**config.mk**
```make
export PLATFORM = sky130hd
export DESIGN_NAME = ristretto_dmem_ctrl
export DESIGN_NICKNAME = d
export VERILOG_FILES = /design/src/rtl/ristretto_dmem_ctrl.sv
export SDC_FILE = /design/constraint.sdc
export NUM_CORES = 1
export LEC_CHECK = 0
export ABC_CLOCK_PERIOD_IN_PS = 5200
export CAP_MARGIN = 30
export CORE_UTILIZATION = 45
export DETAILED_ROUTE_END_ITERATION = 7
export MAX_ROUTING_LAYER = met4
export PLACE_DENSITY = 0.87
export RECOVER_POWER = 50
export SYNTH_ARGS = -nofsm -noshare
export SYNTH_HDL_FRONTEND = slang
export SYNTH_SLANG_ARGS = --single-unit
```
**constraint.sdc**
```tcl
create_clock -name clk_i -period 5.2 [get_ports clk_i]
set_input_delay 0.78 -clock clk_i [delete_from_list [all_inputs] [get_ports clk_i]]
set_output_delay 0.78 -clock clk_i [all_outputs]
set_load 0.005 [all_outputs]
```
**src/rtl/ristretto_dmem_ctrl.sv**
```systemverilog
// ristretto_dmem_ctrl
//   Execute-stage data-memory controller. Takes one load/store request,
//   builds byte enables / lane-replicated write data / word address, runs
//   the dmem ready/valid handshake (IDLE -> WRDY -> WVLD) and returns
//   formatted load data with a one-cycle done pulse.
//
//   Build option: RISTRETTO_DMEM_MISALIGN_TRAP_EN
//     defined   : misaligned half/word raises lsu_err_o, no bus transaction
//     undefined : misaligned half/word is forced aligned and proceeds
//
// Ports
//   clk_i, rst_ni          clock, async active-low reset
//   lsu_req_i/op/size/...  execute-stage request (size 01=W 10=H 11=B)
//   lsu_flush_i            kill the outstanding request
//   lsu_busy_o             stall while a transaction is outstanding
//   lsu_done_o/rdata_o     completion pulse and formatted load data
//   lsu_err_o/err_addr_o   illegal/misaligned pulse and captured address
//   dmem_*                 memory-side request/response handshake
module ristretto_dmem_ctrl #(
  parameter int ADDR_W = 32
) (
  input  logic              clk_i,
  input  logic              rst_ni,
  input  logic              lsu_req_i,
  input  logic              lsu_op_i,
  input  logic [1:0]        lsu_size_i,
  input  logic              lsu_unsigned_i,
  input  logic [ADDR_W-1:0] lsu_addr_i,
  input  logic [31:0]       lsu_wdata_i,
  input  logic              lsu_flush_i,
  output logic              lsu_busy_o,
  output logic              lsu_done_o,
  output logic [31:0]       lsu_rdata_o,
  output logic              lsu_err_o,
  output logic [ADDR_W-1:0] lsu_err_addr_o,
  output logic              dmem_req_o,
  output logic              dmem_we_o,
  output logic [ADDR_W-1:0] dmem_addr_o,
  output logic [3:0]        dmem_be_o,
  output logic [31:0]       dmem_wdata_o,
  input  logic              dmem_gnt_i,
  input  logic              dmem_rvalid_i,
  input  logic [31:0]       dmem_rdata_i
);

  typedef enum logic [1:0] {
    IDLE = 2'b00,
    WRDY = 2'b01,
    WVLD = 2'b10
  } state_t;

  localparam logic [1:0] SZ_W = 2'b01;
  localparam logic [1:0] SZ_H = 2'b10;
  localparam logic [1:0] SZ_B = 2'b11;

  state_t            state_q, state_d;
  logic              drop_q, drop_set;
  logic              op_q, uns_q;
  logic [1:0]        size_q, off_q;
  logic [ADDR_W-1:0] addr_q, err_addr_q;
  logic [3:0]        be_q;
  logic [31:0]       wdata_q;

  logic              in_idle, size_ill, misalign, acc_err, accept, done;
  logic [1:0]        off_d;
  logic [3:0]        be_d;
  logic [31:0]       wdata_d, shifted, fmt;

  // 2'b11 is unreachable; treat it as IDLE everywhere
  assign in_idle  = (state_q != WRDY) && (state_q != WVLD);
  assign size_ill = (lsu_size_i == 2'b00);

`ifdef RISTRETTO_DMEM_MISALIGN_TRAP_EN
  assign misalign = ((lsu_size_i == SZ_H) && lsu_addr_i[0]) ||
                    ((lsu_size_i == SZ_W) && (lsu_addr_i[1:0] != 2'b00));
`else
  assign misalign = 1'b0;
`endif

  assign acc_err = in_idle && lsu_req_i && (size_ill || misalign);
  assign accept  = in_idle && lsu_req_i && !size_ill && !misalign;

  // Effective byte offset: half/word offsets are forced aligned, which only
  // matters when the trap is disabled (otherwise misaligned never gets here)
  always_comb begin
    off_d   = 2'b00;
    be_d    = 4'b1111;
    wdata_d = lsu_wdata_i;
    case (lsu_size_i)
      SZ_B: begin
        off_d   = lsu_addr_i[1:0];
        be_d    = 4'b0001 << lsu_addr_i[1:0];
        wdata_d = {4{lsu_wdata_i[7:0]}};
      end
      SZ_H: begin
        off_d   = {lsu_addr_i[1], 1'b0};
        be_d    = 4'b0011 << {lsu_addr_i[1], 1'b0};
        wdata_d = {2{lsu_wdata_i[15:0]}};
      end
      default: ;
    endcase
  end

  always_comb begin
    state_d  = state_q;
    drop_set = 1'b0;
    done     = 1'b0;
    case (state_q)
      WRDY: begin
        // grant wins over a same-cycle flush; the response is then dropped
        if (dmem_gnt_i) begin
          state_d  = WVLD;
          drop_set = lsu_flush_i;
        end else if (lsu_flush_i) begin
          state_d = IDLE;
        end
      end
      WVLD: begin
        if (dmem_rvalid_i) begin
          state_d = IDLE;
          done    = !(drop_q || lsu_flush_i);
        end else if (lsu_flush_i) begin
          drop_set = 1'b1;
        end
      end
      default: state_d = accept ? WRDY : IDLE;
    endcase
  end

  always_ff @(posedge clk_i or negedge rst_ni) begin
    if (!rst_ni) begin
      state_q    <= IDLE;
      drop_q     <= 1'b0;
      op_q       <= 1'b0;
      uns_q      <= 1'b0;
      size_q     <= 2'b00;
      off_q      <= 2'b00;
      addr_q     <= '0;
      be_q       <= 4'b0000;
      wdata_q    <= 32'h0;
      err_addr_q <= '0;
    end else begin
      state_q <= state_d;
      if (state_d == IDLE) drop_q <= 1'b0;
      else if (drop_set)   drop_q <= 1'b1;
      if (accept) begin
        op_q    <= lsu_op_i;
        uns_q   <= lsu_unsigned_i;
        size_q  <= lsu_size_i;
        off_q   <= off_d;
        addr_q  <= {lsu_addr_i[ADDR_W-1:2], 2'b00};
        be_q    <= be_d;
        wdata_q <= wdata_d;
      end
      if (acc_err) err_addr_q <= lsu_addr_i;
    end
  end

  // Load formatting straight from the bus
  assign shifted = dmem_rdata_i >> {off_q, 3'b000};
  always_comb begin
    fmt = shifted;
    case (size_q)
      SZ_B: fmt = {{24{!uns_q && shifted[7]}},  shifted[7:0]};
      SZ_H: fmt = {{16{!uns_q && shifted[15]}}, shifted[15:0]};
      default: ;
    endcase
  end

  assign lsu_rdata_o    = (done && !op_q) ? fmt : 32'h0;
  assign lsu_done_o     = done;
  assign lsu_busy_o     = !in_idle;
  assign lsu_err_o      = acc_err && rst_ni;
  assign lsu_err_addr_o = err_addr_q;
  assign dmem_req_o     = (state_q == WRDY);
  assign dmem_we_o      = op_q;
  assign dmem_addr_o    = addr_q;
  assign dmem_be_o      = be_q;
  assign dmem_wdata_o   = wdata_q;

endmodule
```
==> results.md <==
- First-pass DRT Iterations: 5
- Pin slew with the least headroom to its limit: 1.38 ns
- Final weighted congestion in routability-driven placement: 0.865
- Worst hold slack: 0.434 ns
- Fillers: 799
- Peak fanout along the critical path: 19
- Syn Inst Count: 539
- Clock buffer count from CTS: 9
- Slowest CP cell: dfrtp_1
- Commonest non-fill, non-tap cell in the layout: nand2_1
- WL per Instance: 17.6 µm
- Maximum vdd ir drop: 0.257 mV
- Post-layout nets: 871
- Final setup viols: 0
- Clock Tree Buf Depth: 2
- Worst slew margin: 7.82%
- Yosys reg bits: 107
- Yosys warning total: 0
- Max-cap violation count: 0
- Drt via density: 5.31
- Initial antenna violation count: 1
- Root cell of the clock tree: clkbuf_16
- Register area share after synthesis: 52.0%
- Number of global-route vias before repair: 4874
- Total grt overflow: 0
- Final min period: 3.91 ns
- PD cells: 341 mW/mm²
- Synth cell types: 34
- Tcrit/Tclk final: 75.2%
- Post-synthesis cell area: 0.00515 mm²
- Post-CTS Setup Bufs: 0
- Largest net degree at the start of global routing: 61
- Syn_area_per_cell: 9.55 µm²
- Rows: 38
- Yosys top cell by area: dfrtp_1
- Routed WL: 16000 µm
- CP startpoint kind: flop
- Core footprint: 0.0110 mm²
- Clock Skews: 0.0118 ns
- Iteration-0 DRC Markers: 412
- Hold WC Path Type: in2async
- CP bufs+invs: 2
- Synth top area cells: dfrtp_1 (52%), nand2_1 (13%), mux2i_1 (8.2%), mux2_2 (7.2%), o21ai_0 (4.9%)
- Total GRT Usage: 27.8%
- Worst-skew pair later-pin latency: 0.35 ns
- Most frequent cells in the layout: nand2_1 (180), clkdlybuf4s50_1 (173), dfrtp_1 (107)
- Global-route wire length before repair: 24400 µm
- Starting Density: 46.9%
- Fmax: 256 MHz
- Area Growth Syn to Fin: 54.7%
- Die Span Y: 109 µm
- Worst Setup End Kind: primary output
- Status: finished, final reports clean
- Leak pwr: 3.61 nW
- CP Cell Sequence: buf_4, mux2_2, or3_1, a21oi_1, clkdlybuf4s50_1
- Critical Path Max Stage Delay: 0.82 ns
- Final HPWL DP: 11700 µm
- Htree depth: 3
- Critical Path RT: 4.42 ns
- I/O pin cnt: 243
- Fin. max-slew vios: 0
- Worst reg2reg setup slack: 2.54 ns
- Die width: 109 µm
- Residual DRC: 0
- RSZ-0062 raised after global routing: false
- Antenna Nets Post-Route: 0
- Hold-fix buffers at CTS: 0
- Post_cts resized: 0
- Final Hold Violating Endpoints: 0
- Share of layout cells above drive strength 1: 8.08%
- DP Worst Slack: 1.39 ns
- Final worst slack: 1.29 ns
- DR vias: 4818
- Clock transition at path regs: 0.07 ns
- Yosys top cell area share: 52.0%
- Kind of critical path: reg2out
- Critical Path AT: 3.13 ns
- DIE AREA: 0.0119 mm²
- CTS tree: built
- IO buf count: 240
- Clock sinks: 107
- Largest delay contributor family on the critical path: buffers and inverters
- Fin Setup TNS: 0 ns
==> worst reg2reg max path, cell delays in order (launching register included) <==
cell     delay (ns)
dfrtp_1        0.35
inv_1          0.06
ha_1           0.38
nand2_1        0.22
or2_2          0.82
buf_4          0.50
o21ai_0        0.20
==> registers in the layout, summed over array words and instances (netlist names) <==
register,cells
dmem_be_o,4
state_q,2
dmem_addr_o,30
off_q,2
dmem_wdata_o,32
lsu_err_addr_o,32
dmem_we_o,1
drop_q,1
uns_q,1
size_q,2
==> power by group <==
part	switching (W)	total [W]	leakage (nW)	internal, W
Sequential	0.000117	0.00114	1.30	0.00102
Combinational	0.000353	0.000847	2.15	0.000494
Clock	0.000299	0.000730	0.154	0.000431
==> routing by layer <==
layer / wire, µm / part of all wire (%) / track usage (%) / vias up
li1: - / - / - / 2261
met1: 6100 / 38 / 30.1 / 2304
met2: 8150 / 51 / 48.0 / 206
met3: 1200 / 7.5 / 7.17 / 47
met4: 529 / 3.3 / 11.8 / 0
met5: 0 / 0 / - / -
==> per-stage QoR <==
| stage | utilization, % | cells | total power, W | cell area (µm²) |
|---|---|---|---|---|
| 2_1_floorplan | - | 540 | 0.00146 | 5150 |
| 3_3_place_gp | 69.4 | 891 | 0.00200 | 7620 |
| 3_5_place_dp | 69.4 | 891 | 0.00204 | 7620 |
| 4_1_cts | 72.2 | 906 | 0.00278 | 7930 |
| 5_1_grt | 72.5 | 908 | 0.00285 | 7960 |
| 6_report | 72.5 | 908 | 0.00272 | 7960 |
==> final timing paths <==
path,from,cells past startpoint,endpoint
max,off_q[0],5,lsu_rdata_o[13]
min,rst_ni,1,dmem_wdata_o[20]
min in group clk_i,dmem_wdata_o[3],2,dmem_wdata_o[3]
max in group asynchronous,rst_ni,2,dmem_wdata_o[5]
min reg2reg,dmem_wdata_o[3],2,dmem_wdata_o[3]
max reg2reg,state_q[0],6,dmem_wdata_o[25]
==> cells by family after synthesis <==
kind of cell	synth area share, %
simple gates	18.3
compound gates	9.58
flops	52.0
other cells	0.0729
fa+ha+maj	0.486
mux	15.8
buf+inv	3.67
==> synth_stat cells, drive strengths merged <==
cell     number
nor2b        10
buf          14
nand2       180
conb          1
mux2i        42
o211ai        2
a21oi        15
nor2         15
a211oi       14
nor4b         2
nand2b        2
mux2         33
nand4bb       1
mux4          1
clkbuf       21
nor3          1
o21ai        50
o31ai         1
o2bb2ai       1
or3           1
nand3         3
ha            2
or2           2
o22a          3
dfrtp       107
inv           6
and2          8
nor3b         1
==> area by class of cell <==
class / instances / area, µm² / area share [%]
sequential: 107 / 2680 / 33.6
timing repair buffer: 247 / 2470 / 31.0
multi-input combinational: 392 / 2300 / 28.9
clock buffer: 10 / 239 / 3.00
tap: 140 / 175 / 2.20
clock inverter: 5 / 77.6 / 0.975
inverter: 6 / 22.5 / 0.283
antenna: 1 / 2.50 / 0.0314
No activity file was read; power rests on OpenSTA's default activity.
